$ cat config.mk
export PLATFORM = sky130hd
export DESIGN_NAME = sprite_compositor
export DESIGN_NICKNAME = d
export VERILOG_FILES = /design/src/rtl/sprite_pkg.sv /design/src/rtl/sprite_addr_gen.sv /design/src/rtl/sprite_compositor.sv
export SDC_FILE = /design/constraint.sdc
export NUM_CORES = 2
export LEC_CHECK = 0
export ABC_AREA = 1
export CORE_UTILIZATION = 47
export DETAILED_ROUTE_END_ITERATION = 7
export GPL_TIMING_DRIVEN = 0
export PLACE_DENSITY = 0.75
export SLEW_MARGIN = 15
export SYNTH_ARGS = -nofsm -noshare
export SYNTH_HDL_FRONTEND = slang
export SYNTH_SLANG_ARGS = --single-unit
$ cat constraint.sdc
create_clock -name clk -period 8.6 [get_ports clk]
set_input_delay 1.72 -clock clk [delete_from_list [all_inputs] [get_ports clk]]
set_output_delay 1.72 -clock clk [all_outputs]
set_load 0.05 [all_outputs]
$ cat src/rtl/sprite_pkg.sv
// Shared definitions for the sprite compositor.
// Contents: default coordinate and size widths, the RGB444 pixel type,
// the transparent colour key, and a slice helper that pulls field `idx`
// of width `w` out of a packed per-sprite bus.
package sprite_pkg;

  localparam int DEF_XW      = 10;
  localparam int DEF_YW      = 9;
  localparam int DEF_DW      = 6;
  localparam int PIX_COLOR_W = 12;

  // Widest packed bus any caller hands to field_get.
  localparam int FIELD_BUS_W = 512;

  typedef logic [PIX_COLOR_W-1:0] rgb444_t;

  localparam rgb444_t PIX_COLOR_KEY = 12'h428;

  // Returns bus[idx*w +: w], zero-extended to 32 bits. Callers widen the bus
  // to FIELD_BUS_W and narrow the result back to the field width.
  function automatic logic [31:0] field_get(input logic [FIELD_BUS_W-1:0] bus,
                                            input int idx,
                                            input int w);
    logic [31:0] mask;
    mask = (w >= 32) ? 32'hFFFF_FFFF : ((32'd1 << w) - 32'd1);
    return 32'(bus >> (idx * w)) & mask;
  endfunction

endpackage

$ cat src/rtl/sprite_addr_gen.sv
// One sprite channel of the compositor front end.
// Holds the frame-latched (shadow) copy of the sprite's enable, origin and
// size, tests the current scan position against the sprite rectangle and
// forms the sprite ROM address (row * width + column) one cycle later.
// Ports:
//   clk, rstn          pixel clock, asynchronous active-low reset
//   frame_start        loads the shadows from the live inputs
//   en_live..h_live    live sprite attributes
//   pix_valid/x/y      scan position
//   inside_q           registered "scan position is inside this sprite"
//   addr_q             registered ROM address (0 when not inside)
module sprite_addr_gen
  import sprite_pkg::*;
#(
  parameter int XW     = DEF_XW,
  parameter int YW     = DEF_YW,
  parameter int DW     = DEF_DW,
  parameter int ADDR_W = 14
) (
  input  logic              clk,
  input  logic              rstn,
  input  logic              frame_start,
  input  logic              en_live,
  input  logic [XW-1:0]     x_live,
  input  logic [YW-1:0]     y_live,
  input  logic [DW-1:0]     w_live,
  input  logic [DW-1:0]     h_live,
  input  logic              pix_valid,
  input  logic [XW-1:0]     pix_x,
  input  logic [YW-1:0]     pix_y,
  output logic              inside_q,
  output logic [ADDR_W-1:0] addr_q
);

  logic          en_sh_q, en_sh_d;
  logic [XW-1:0] x_sh_q,  x_sh_d;
  logic [YW-1:0] y_sh_q,  y_sh_d;
  logic [DW-1:0] w_sh_q,  w_sh_d;
  logic [DW-1:0] h_sh_q,  h_sh_d;

  logic              inside_d;
  logic [ADDR_W-1:0] addr_d;

  logic [XW:0]   x_end;
  logic [YW:0]   y_end;
  logic          in_x, in_y;
  logic [XW-1:0] dx;
  logic [YW-1:0] dy;

  // A pixel presented together with frame_start still sees the old shadows,
  // because the compare below reads the _q copies.
  always_comb begin
    en_sh_d = en_sh_q;
    x_sh_d  = x_sh_q;
    y_sh_d  = y_sh_q;
    w_sh_d  = w_sh_q;
    h_sh_d  = h_sh_q;
    if (frame_start) begin
      en_sh_d = en_live;
      x_sh_d  = x_live;
      y_sh_d  = y_live;
      w_sh_d  = w_live;
      h_sh_d  = h_live;
    end
  end

  // Stage A: bounds compare and address multiply-add.
  // The end coordinates carry one extra bit so a sprite hanging off the
  // right/bottom edge is clipped instead of wrapping to column/row 0.
  always_comb begin
    x_end    = {1'b0, x_sh_q} + (XW+1)'(w_sh_q);
    y_end    = {1'b0, y_sh_q} + (YW+1)'(h_sh_q);
    in_x     = (pix_x >= x_sh_q) && ({1'b0, pix_x} < x_end);
    in_y     = (pix_y >= y_sh_q) && ({1'b0, pix_y} < y_end);
    dx       = pix_x - x_sh_q;
    dy       = pix_y - y_sh_q;
    inside_d = en_sh_q & pix_valid & in_x & in_y;
    addr_d   = '0;
    if (inside_d) begin
      addr_d = ADDR_W'((32'(dy) * 32'(w_sh_q)) + 32'(dx));
    end
  end

  always_ff @(posedge clk or negedge rstn) begin
    if (!rstn) begin
      en_sh_q  <= 1'b0;
      x_sh_q   <= '0;
      y_sh_q   <= '0;
      w_sh_q   <= '0;
      h_sh_q   <= '0;
      inside_q <= 1'b0;
      addr_q   <= '0;
    end else begin
      en_sh_q  <= en_sh_d;
      x_sh_q   <= x_sh_d;
      y_sh_q   <= y_sh_d;
      w_sh_q   <= w_sh_d;
      h_sh_q   <= h_sh_d;
      inside_q <= inside_d;
      addr_q   <= addr_d;
    end
  end

endmodule

$ cat src/rtl/sprite_compositor.sv
// Pipelined sprite layer compositor.
// Per scan pixel: per-sprite ROM addresses (stage A), a ROM_LAT-deep delay
// line aligning valid/inside with the returning ROM data, then colour-key
// transparency, fixed priority (higher index wins) and background fill
// (stage C). Also accumulates opaque overlaps of sprite 0 with every other
// sprite over a frame and publishes them on frame_start.
// Ports:
//   clk, rstn                 pixel clock, asynchronous active-low reset
//   frame_start               latches sprite shadows and collision flags
//   spr_en/x/y/w/h            live packed sprite attributes
//   pix_valid, pix_x, pix_y   scan position
//   spr_addr                  packed per-sprite ROM addresses (t+1)
//   spr_data, bg_data         ROM and background pixels, ROM_LAT after spr_addr
//   out_valid/pixel/hit       composited result (t+2+ROM_LAT)
//   coll_flags                previous-frame collisions with sprite 0
module sprite_compositor
  import sprite_pkg::*;
#(
  parameter int                 NUM_SPR   = 8,
  parameter int                 XW        = DEF_XW,
  parameter int                 YW        = DEF_YW,
  parameter int                 DW        = DEF_DW,
  parameter int                 ADDR_W    = 14,
  parameter int                 COLOR_W   = PIX_COLOR_W,
  parameter logic [COLOR_W-1:0] COLOR_KEY = PIX_COLOR_KEY,
  parameter int                 ROM_LAT   = 1
) (
  input  logic                        clk,
  input  logic                        rstn,
  input  logic                        frame_start,
  input  logic [NUM_SPR-1:0]          spr_en,
  input  logic [NUM_SPR*XW-1:0]       spr_x,
  input  logic [NUM_SPR*YW-1:0]       spr_y,
  input  logic [NUM_SPR*DW-1:0]       spr_w,
  input  logic [NUM_SPR*DW-1:0]       spr_h,
  input  logic                        pix_valid,
  input  logic [XW-1:0]               pix_x,
  input  logic [YW-1:0]               pix_y,
  output logic [NUM_SPR*ADDR_W-1:0]   spr_addr,
  input  logic [NUM_SPR*COLOR_W-1:0]  spr_data,
  input  logic [COLOR_W-1:0]          bg_data,
  output logic                        out_valid,
  output logic [COLOR_W-1:0]          out_pixel,
  output logic [NUM_SPR-1:0]          out_hit,
  output logic [NUM_SPR-1:0]          coll_flags
);

  logic [NUM_SPR-1:0] inside_p1;
  logic               vld_p1_q, vld_p1_d;

  logic               vld_dly_q [ROM_LAT];
  logic               vld_dly_d [ROM_LAT];
  logic [NUM_SPR-1:0] hit_dly_q [ROM_LAT];
  logic [NUM_SPR-1:0] hit_dly_d [ROM_LAT];

  logic [COLOR_W-1:0] data_c [NUM_SPR];
  logic               vld_c;
  logic [NUM_SPR-1:0] hit_c;
  logic [NUM_SPR-1:0] opaque_c;
  logic [NUM_SPR-1:0] contrib_c;

  logic               out_valid_q, out_valid_d;
  logic [COLOR_W-1:0] out_pixel_q, out_pixel_d;
  logic [NUM_SPR-1:0] out_hit_q,   out_hit_d;
  logic [NUM_SPR-1:0] acc_q,       acc_d;
  logic [NUM_SPR-1:0] coll_q,      coll_d;

  // Stage A: one address generator per sprite.
  for (genvar gi = 0; gi < NUM_SPR; gi++) begin : g_spr
    sprite_addr_gen #(
      .XW     (XW),
      .YW     (YW),
      .DW     (DW),
      .ADDR_W (ADDR_W)
    ) u_addr_gen (
      .clk         (clk),
      .rstn        (rstn),
      .frame_start (frame_start),
      .en_live     (spr_en[gi]),
      .x_live      (XW'(field_get(FIELD_BUS_W'(spr_x), gi, XW))),
      .y_live      (YW'(field_get(FIELD_BUS_W'(spr_y), gi, YW))),
      .w_live      (DW'(field_get(FIELD_BUS_W'(spr_w), gi, DW))),
      .h_live      (DW'(field_get(FIELD_BUS_W'(spr_h), gi, DW))),
      .pix_valid   (pix_valid),
      .pix_x       (pix_x),
      .pix_y       (pix_y),
      .inside_q    (inside_p1[gi]),
      .addr_q      (spr_addr[gi*ADDR_W +: ADDR_W])
    );

    assign data_c[gi] = COLOR_W'(field_get(FIELD_BUS_W'(spr_data), gi, COLOR_W));
  end

  assign vld_p1_d = pix_valid;

  // Delay line: valid and inside flags follow the ROM read latency.
  always_comb begin
    vld_dly_d[0] = vld_p1_q;
    hit_dly_d[0] = inside_p1;
    for (int k = 1; k < ROM_LAT; k++) begin
      vld_dly_d[k] = vld_dly_q[k-1];
      hit_dly_d[k] = hit_dly_q[k-1];
    end
  end

  // Stage C: transparency, priority, background fill and collisions.
  always_comb begin
    vld_c     = vld_dly_q[ROM_LAT-1];
    hit_c     = hit_dly_q[ROM_LAT-1];
    opaque_c  = '0;
    contrib_c = '0;
    for (int i = 0; i < NUM_SPR; i++) begin
      opaque_c[i] = vld_c & hit_c[i] & (data_c[i] != COLOR_KEY);
    end

    out_valid_d = vld_c;
    out_hit_d   = opaque_c;
    out_pixel_d = '0;
    if (vld_c) begin
      out_pixel_d = bg_data;
      // Ascending scan: the highest opaque index overwrites the rest.
      for (int i = 0; i < NUM_SPR; i++) begin
        if (opaque_c[i]) out_pixel_d = data_c[i];
      end
    end

    for (int i = 1; i < NUM_SPR; i++) begin
      contrib_c[i] = opaque_c[0] & opaque_c[i];
    end

    // The contribution of the frame_start cycle itself goes into the
    // published flags, not into the freshly cleared accumulator.
    acc_d  = acc_q | contrib_c;
    coll_d = coll_q;
    if (frame_start) begin
      coll_d = acc_q | contrib_c;
      acc_d  = '0;
    end
  end

  always_ff @(posedge clk or negedge rstn) begin
    if (!rstn) begin
      vld_p1_q <= 1'b0;
      for (int k = 0; k < ROM_LAT; k++) begin
        vld_dly_q[k] <= 1'b0;
        hit_dly_q[k] <= '0;
      end
      out_valid_q <= 1'b0;
      out_pixel_q <= '0;
      out_hit_q   <= '0;
      acc_q       <= '0;
      coll_q      <= '0;
    end else begin
      vld_p1_q <= vld_p1_d;
      for (int k = 0; k < ROM_LAT; k++) begin
        vld_dly_q[k] <= vld_dly_d[k];
        hit_dly_q[k] <= hit_dly_d[k];
      end
      out_valid_q <= out_valid_d;
      out_pixel_q <= out_pixel_d;
      out_hit_q   <= out_hit_d;
      acc_q       <= acc_d;
      coll_q      <= coll_d;
    end
  end

  assign out_valid  = out_valid_q;
  assign out_pixel  = out_pixel_q;
  assign out_hit    = out_hit_q;
  assign coll_flags = coll_q;

endmodule

---- After elaboration in Yosys (flattened, before gate mapping) ----
Cells that the tools add are included.
word-level totals
  input bits .............................. 387
  register bits ........................... 423
  word-level logic and storage cells ...... 234
  output and inout port bits .............. 141
operators by class
  reduce and logical (&&, ||, !) cells .... 16
  multiply operators ...................... 8
  magnitude comparators ................... 32
  add/subtract/negate cells ............... 40
  muxes and demuxes ....................... 18
  bitwise operators ....................... 48
  equal/unequal tests ..................... 8
operators by type and width
  kind                                                                number
  14-bit by 10-bit adder with 14-bit output                           8
  9-bit by 6-bit multiplier with 14-bit output                        8
  14-bit two-way mux                                                  8
  12-bit two-way mux                                                  9
  12-bit by 11-bit != test with 1-bit output (second input constant)  8
  10-bit by 6-bit adder with 11-bit output                            8
  10-bit by 11-bit less-than comparator with 1-bit output             8
  9-bit by 6-bit adder with 10-bit output                             8
  10-bit >= comparator                                                8
  9-bit by 10-bit less-than comparator with 1-bit output              8
  10-bit subtractor                                                   8
  9-bit >= comparator                                                 8
  9-bit subtractor                                                    8
  1-bit AND                                                           47
  1-bit logical AND                                                   16
  8-bit two-way mux                                                   1
  8-bit OR                                                            1

---- Logic depth before layout (Yosys ltp) ----
  depth after elaboration ................. 11
  gate-level depth with buffers ........... 27

---- By module ----
A second synthesis with hierarchy kept.
second synthesis, totals
  cells, all modules ...................... 5964
  area total of the unflattened synthesis .. 46504.6 µm²
modules (own cells, without submodules)
  module                                      area each (µm²)  times used  cells an instance
  sprite_addr_gen at g_spr[0].u_addr_gen ...  5454.0           3           701
  sprite_addr_gen at g_spr[5].u_addr_gen ...  5346.4           2           661
  sprite_addr_gen at g_spr[1].u_addr_gen      5470.2           1           702
  sprite_addr_gen at g_spr[4].u_addr_gen      5467.7           1           695
  sprite_addr_gen at g_spr[7].u_addr_gen      5362.6           1           659
  sprite_compositor                           3149.3           1           483

---- Least setup slack after synthesis ----
Ideal clock, no wire load.
  path kind ............................... in2reg
  start ................................... input port pix_y[0]
  end ..................................... register g_spr[0].u_addr_gen.addr_q[11]
  buffers on the path ..................... 0
  setup time .............................. 120 ps
  slack ................................... 1667 ps
  arrival ................................. 6813 ps
  data required time ...................... 8480 ps
  cell stages on the path ................. 23
  cells stage by stage .................... clkinv_1 ha_1 inv_1 fa_1 inv_1 o21ai_0 a31oi_1 xor2_1 nor2_1 fa_1 fa_1 fa_1 inv_1 fa_1 inv_1 ha_1 nand2_1 inv_1 a21oi_1 a21boi_0 o21ai_0 xor2_1 nor2_2
between the ends
  cells in the longest elaborated chain, start to end .. 4
  elaborated cells between the ends (all ways) .. 8
  classes of those cells .................. 2 x add/sub; 1 x mul; 2 x order compare; 1 x mux; 1 x bitwise; 1 x reduce/logical
ends and longest elaborated chain
  item                                                                                      line                                          source
  start, declared                                                                           sprite_compositor.sv:38                       input logic [YW-1:0] pix_y,
  9-bit subtractor (tied with other cells)                                                  sprite_addr_gen.sv:76                         dy = pix_y - y_sh_q;
  9-bit by 6-bit multiplier with 14-bit output / 1-bit logical AND (equally long branches)  sprite_addr_gen.sv:80, sprite_addr_gen.sv:74
  14-bit by 10-bit adder with 14-bit output / 1-bit AND (equally long branches)             sprite_addr_gen.sv:80, sprite_addr_gen.sv:77
  14-bit two-way mux (*)                                                                    sprite_addr_gen.sv:79                         if (inside_d) begin
  net g_spr[0].u_addr_gen.addr_d[11]                                                        sprite_addr_gen.sv:42                         logic [ADDR_W-1:0] addr_d;
  end signal, assigned                                                                      sprite_addr_gen.sv:100                        addr_q <= addr_d;
  end, declared                                                                             sprite_addr_gen.sv:32                         output logic [ADDR_W-1:0] addr_q
The timed path passes the listed nets; every way through them passes the cells marked *.
A chain may end at the register's enable or synchronous reset.

---- Worst setup path after layout ----
Ends and elaborated chain as after synthesis.

==> summary.txt <==
Drt
  – DRT Pass-1 Iters: 5
  – ANT nets after route: 0
  – DRT Wirelength: roughly 150000 um
  – Routed via count: between 40k and 50k
  – Routed vias/inst: roughly 5.4
  – Initial DRC Count: 2757
  – DRC: 0
  – DR WL/cell: between 15 and 20 um

Synthesis
  – Mapped Cells: approximately 5.5k
  – Syn Nets: 6807
  – Part of the Yosys area used for sequential elements: between 20% and 30%
  – Unique masters post-synth: roughly 50
  – Main synth FF type: dfrtp_1
  – Yosys warning count: 0
  – Synthesized cell area: 44500 um^2
  – Synth Register Bits: 421
  – Ys async rst share: 100%
  – Syn avg cell area: 8.12 um^2
  – Post-synth EDFFs: 0

Worst setup path
  – Arrival time at the worst endpoint: 8.42 ns
  – Crit Path Class: in2reg
  – CP cell instances: clkdlybuf4s50_1 > clkinv_2 > ha_1 > inv_1 > fa_1 > inv_1 > o21ai_0 > a31oi_1 > xor2_1 > nor2_1 > fa_1 > fa_1 > fa_1 > inv_1 > fa_1 > inv_1 > ha_1 > nand2_1 > inv_1 > a21oi_1 > a21boi_0 > o21ai_0 > xor2_1 > nor2_2
  – CP bufs+invs: 7
  – Critical Path Source Type: primary input
  – Worst setup EP type: register
  – Worst-path fanout max: 16
  – Kind of cell adding the most delay to the critical path: adder cells
  – CP max stage delay: between 0.5 and 0.6 ns
  – Crit path required time: between 9 and 10 ns
  – Critical Path Slowest Stage Cell: fa_1

Place
  – PortBufs: 525
  – DP Cell Count: between 7k and 8k
  – Detail Placement HPWL: 118000 um
  – Dpl ws: ~0.12 ns
  – GPL Wtd Cong: about 0.95

Timing
  – Fmax: approximately 0.13 GHz
  – Max-slew violations: 0
  – Setup TNS: 0 ns
  – Final worst setup slack: between 0.7 and 0.8 ns
  – Final Critical Period: between 7 and 8 ns
  – Worst-margin pin slew: around 1.1 ns
  – Final hold vios: 0
  – Crit share post-route: between 90% and 100%
  – RSZ-0062 raised after global routing: no
  – Final setup vio count: 0
  – Relative slew slack: 26.8%
  – Skew final: ~0.037 ns

Die
  – Die ar.: about 96000 um^2
  – # rows: 112
  – Initial Util: a little under half
  – Die Span Y: roughly 310 um
  – Die Width: slightly above 300 um
  – Core Box Area: roughly 94000 um^2
  – Io pins: 528

Run
  – # Max-Cap Violations: 0

Run status
  – Outcome: completed

Finish
  – Fillcell total: 8574
  – Layout cells sized above 1: 4.55%
  – Area growth from synthesis to layout: 20.7%
  – Fin cells: about 7.4k
  – Nets: around 7.4k

CTS
  – Clk Latency, worst-skew pair: ~0.68 ns
  – CTS H-tree depth: 2
  – Total setup buffers inserted after CTS: 0
  – CTS Root Cell: clkbuf_16
  – CTS Buf Count: between 50 and 60
  – CTS Buffer Depth: 3
  – CTS tree: built
  – Post_cts resized: 0
  – CTS Sinks: 421
  – Worst-path clk slew: ~0.060 ns
  – CTS Hold Bufs: 0

Pwr
  – PD cells: 316 nW/um^2
  – Leak: around 0.028 uW
  – Peak VDD IR: just under 0.5 mV

GRT
  – Initial antenna violation count: 27
  – Pin count of the biggest net entering global routing: approximately 100
  – Global-route wire length before repair: roughly 230000 um
  – Vias in the first global route: roughly 40k
  – Gr ovfl total: 0
  – Total GRT Usage: a little under a third

Min path
  – Hold Crit Class: reg2reg
[registers in the layout (all words and copies together), names as in the netlist, 7 cells and up]
register                   cells
g_spr.u_addr_gen.addr_q      112
out_pixel                     12
hit_c                          8
acc_q                          7
g_spr.u_addr_gen.inside_q      8
out_hit                        8
g_spr.u_addr_gen.h_sh_q       48
coll_flags                     7
g_spr.u_addr_gen.en_sh_q       8
g_spr.u_addr_gen.y_sh_q       72
g_spr.u_addr_gen.x_sh_q       80
g_spr.u_addr_gen.w_sh_q       48
[metal layers]
layer	GRT usage [%]	vias up	routed length, um
li1	-	19000	-
met3	6.60	396	11800
met5	0	-	185
met2	50.5	1447	67100
met4	16.3	26	8600
met1	38.3	19200	59600
[final cells by class]
cell class	instances	area (um^2)	area share, %
antenna	10	25.0	0.0466
buffer	80	400	0.745
clock buffer	72	1580	2.95
clock inverter	34	502	0.934
inverter	860	3230	6.01
multi-input combinational	4123	30400	56.5
sequential	421	10500	19.6
tap	1254	1570	2.92
timing repair buffer	540	5510	10.3
[path summary, 6_finish.rpt]
check / startpoint / to / slack, ns / depth (start not counted)
setup / recovery: pix_y[0] / g_spr[0].u_addr_gen.addr_q[11] / 0.74 / 24
hold / removal: g_spr[3].u_addr_gen.inside_q / hit_c[3] / 0.35 / 0
setup reg to reg: g_spr[0].u_addr_gen.y_sh_q[0] / g_spr[0].u_addr_gen.addr_q[11] / 2.62 / 22
hold reg to reg: g_spr[3].u_addr_gen.inside_q / hit_c[3] / 0.35 / 0
max in group asynchronous: rstn / g_spr[5].u_addr_gen.addr_q[12] / 6.18 / 3
min in group asynchronous: rstn / out_hit[1] / 1.00 / 1
[stage by stage]
stage	hold slack [ns]	utilization [%]	cell area, um^2	power (uW)
floorplan	0.331	-	44500	11500
global placement	0.337	54.9	51300	13900
detailed placement	0.336	55.1	51600	14200
CTS	0.349	57.4	53700	17000
global route	0.355	57.4	53700	18800
finish	0.347	57.4	53700	17000
[placed cells by master, fill, tap and decap left out, types with 4 or more instances in the layout]
cell / instances
buf_2: 37
a21oi_2: 4
dfrtp_1: 421
buf_12: 10
buf_16: 5
nor2_1: 626
clkinv_1: 13
clkinvlp_4: 5
a21oi_1: 344
nand3b_1: 9
bufinv_16: 12
nand3_1: 234
fa_1: 312
inv_1: 845
ha_1: 624
or2_2: 13
xor2_1: 229
a31oi_1: 32
o2111ai_1: 19
o21bai_1: 51
nand2_2: 5
nor3_1: 52
buf_6: 5
o21ai_0: 305
nand4_1: 49
diode_2: 10
xnor2_1: 96
clkdlybuf4s50_1: 507
nand2_1: 931
clkinv_2: 13
nor4_1: 22
and2_1: 6
clkbuf_1: 54
clkbuf_16: 57
nor2_2: 10
o211ai_1: 11
a211oi_1: 16
a21o_1: 28
mux2_2: 72
clkbuf_8: 10
[Yosys cell counts (4+ instances only)]
| library cell | count | share of area, % |
|---|---|---|
| nand2_2 | 5 | 0.070 |
| xnor2_1 | 96 | 1.9 |
| nand2_1 | 931 | 7.8 |
| ha_1 | 624 | 18 |
| a21o_1 | 28 | 0.47 |
| nor4_1 | 22 | 0.31 |
| and2_1 | 6 | 0.084 |
| o2111ai_1 | 19 | 0.37 |
| inv_1 | 845 | 7.1 |
| fa_1 | 312 | 14 |
| o211ai_1 | 11 | 0.19 |
| dfrtp_1 | 421 | 24 |
| nand3b_1 | 9 | 0.15 |
| buf_2 | 19 | 0.21 |
| o21bai_1 | 51 | 0.86 |
| nand3_1 | 234 | 2.6 |
| or2_2 | 13 | 0.18 |
| xor2_1 | 229 | 4.5 |
| nor3_1 | 52 | 0.58 |
| nor2_1 | 626 | 5.3 |
| clkinv_1 | 15 | 0.13 |
| buf_6 | 5 | 0.13 |
| a31oi_1 | 32 | 0.45 |
| a21oi_1 | 344 | 3.9 |
| nand4_1 | 49 | 0.69 |
| mux2_2 | 72 | 1.8 |
| a21oi_2 | 4 | 0.079 |
| clkbuf_1 | 50 | 0.42 |
| o21ai_0 | 305 | 3.4 |
| a211oi_1 | 16 | 0.27 |
| nor2_2 | 10 | 0.14 |
[kinds of logic (layout without fill, tap and decap cells)]
family,count (synthesis),in the layout,share of synthesized area [%]
simple gates,1967,1967,18.2
flops,421,421,23.7
other cells,1,11,0.00842
xor+xnor,325,325,6.39
mux,72,72,1.82
fa+ha+maj,936,936,31.6
buf+inv,940,1586,8.14
compound gates,822,822,10.2
[report_power, final]
| part | switching [uW] | internal, uW | total [uW] |
|---|---|---|---|
| Sequential | 134 | 2150 | 2280 |
| Clock | 1020 | 1660 | 2680 |
| Combinational | 7160 | 4850 | 12000 |
Note: power is estimated with default switching activity, not from simulation.
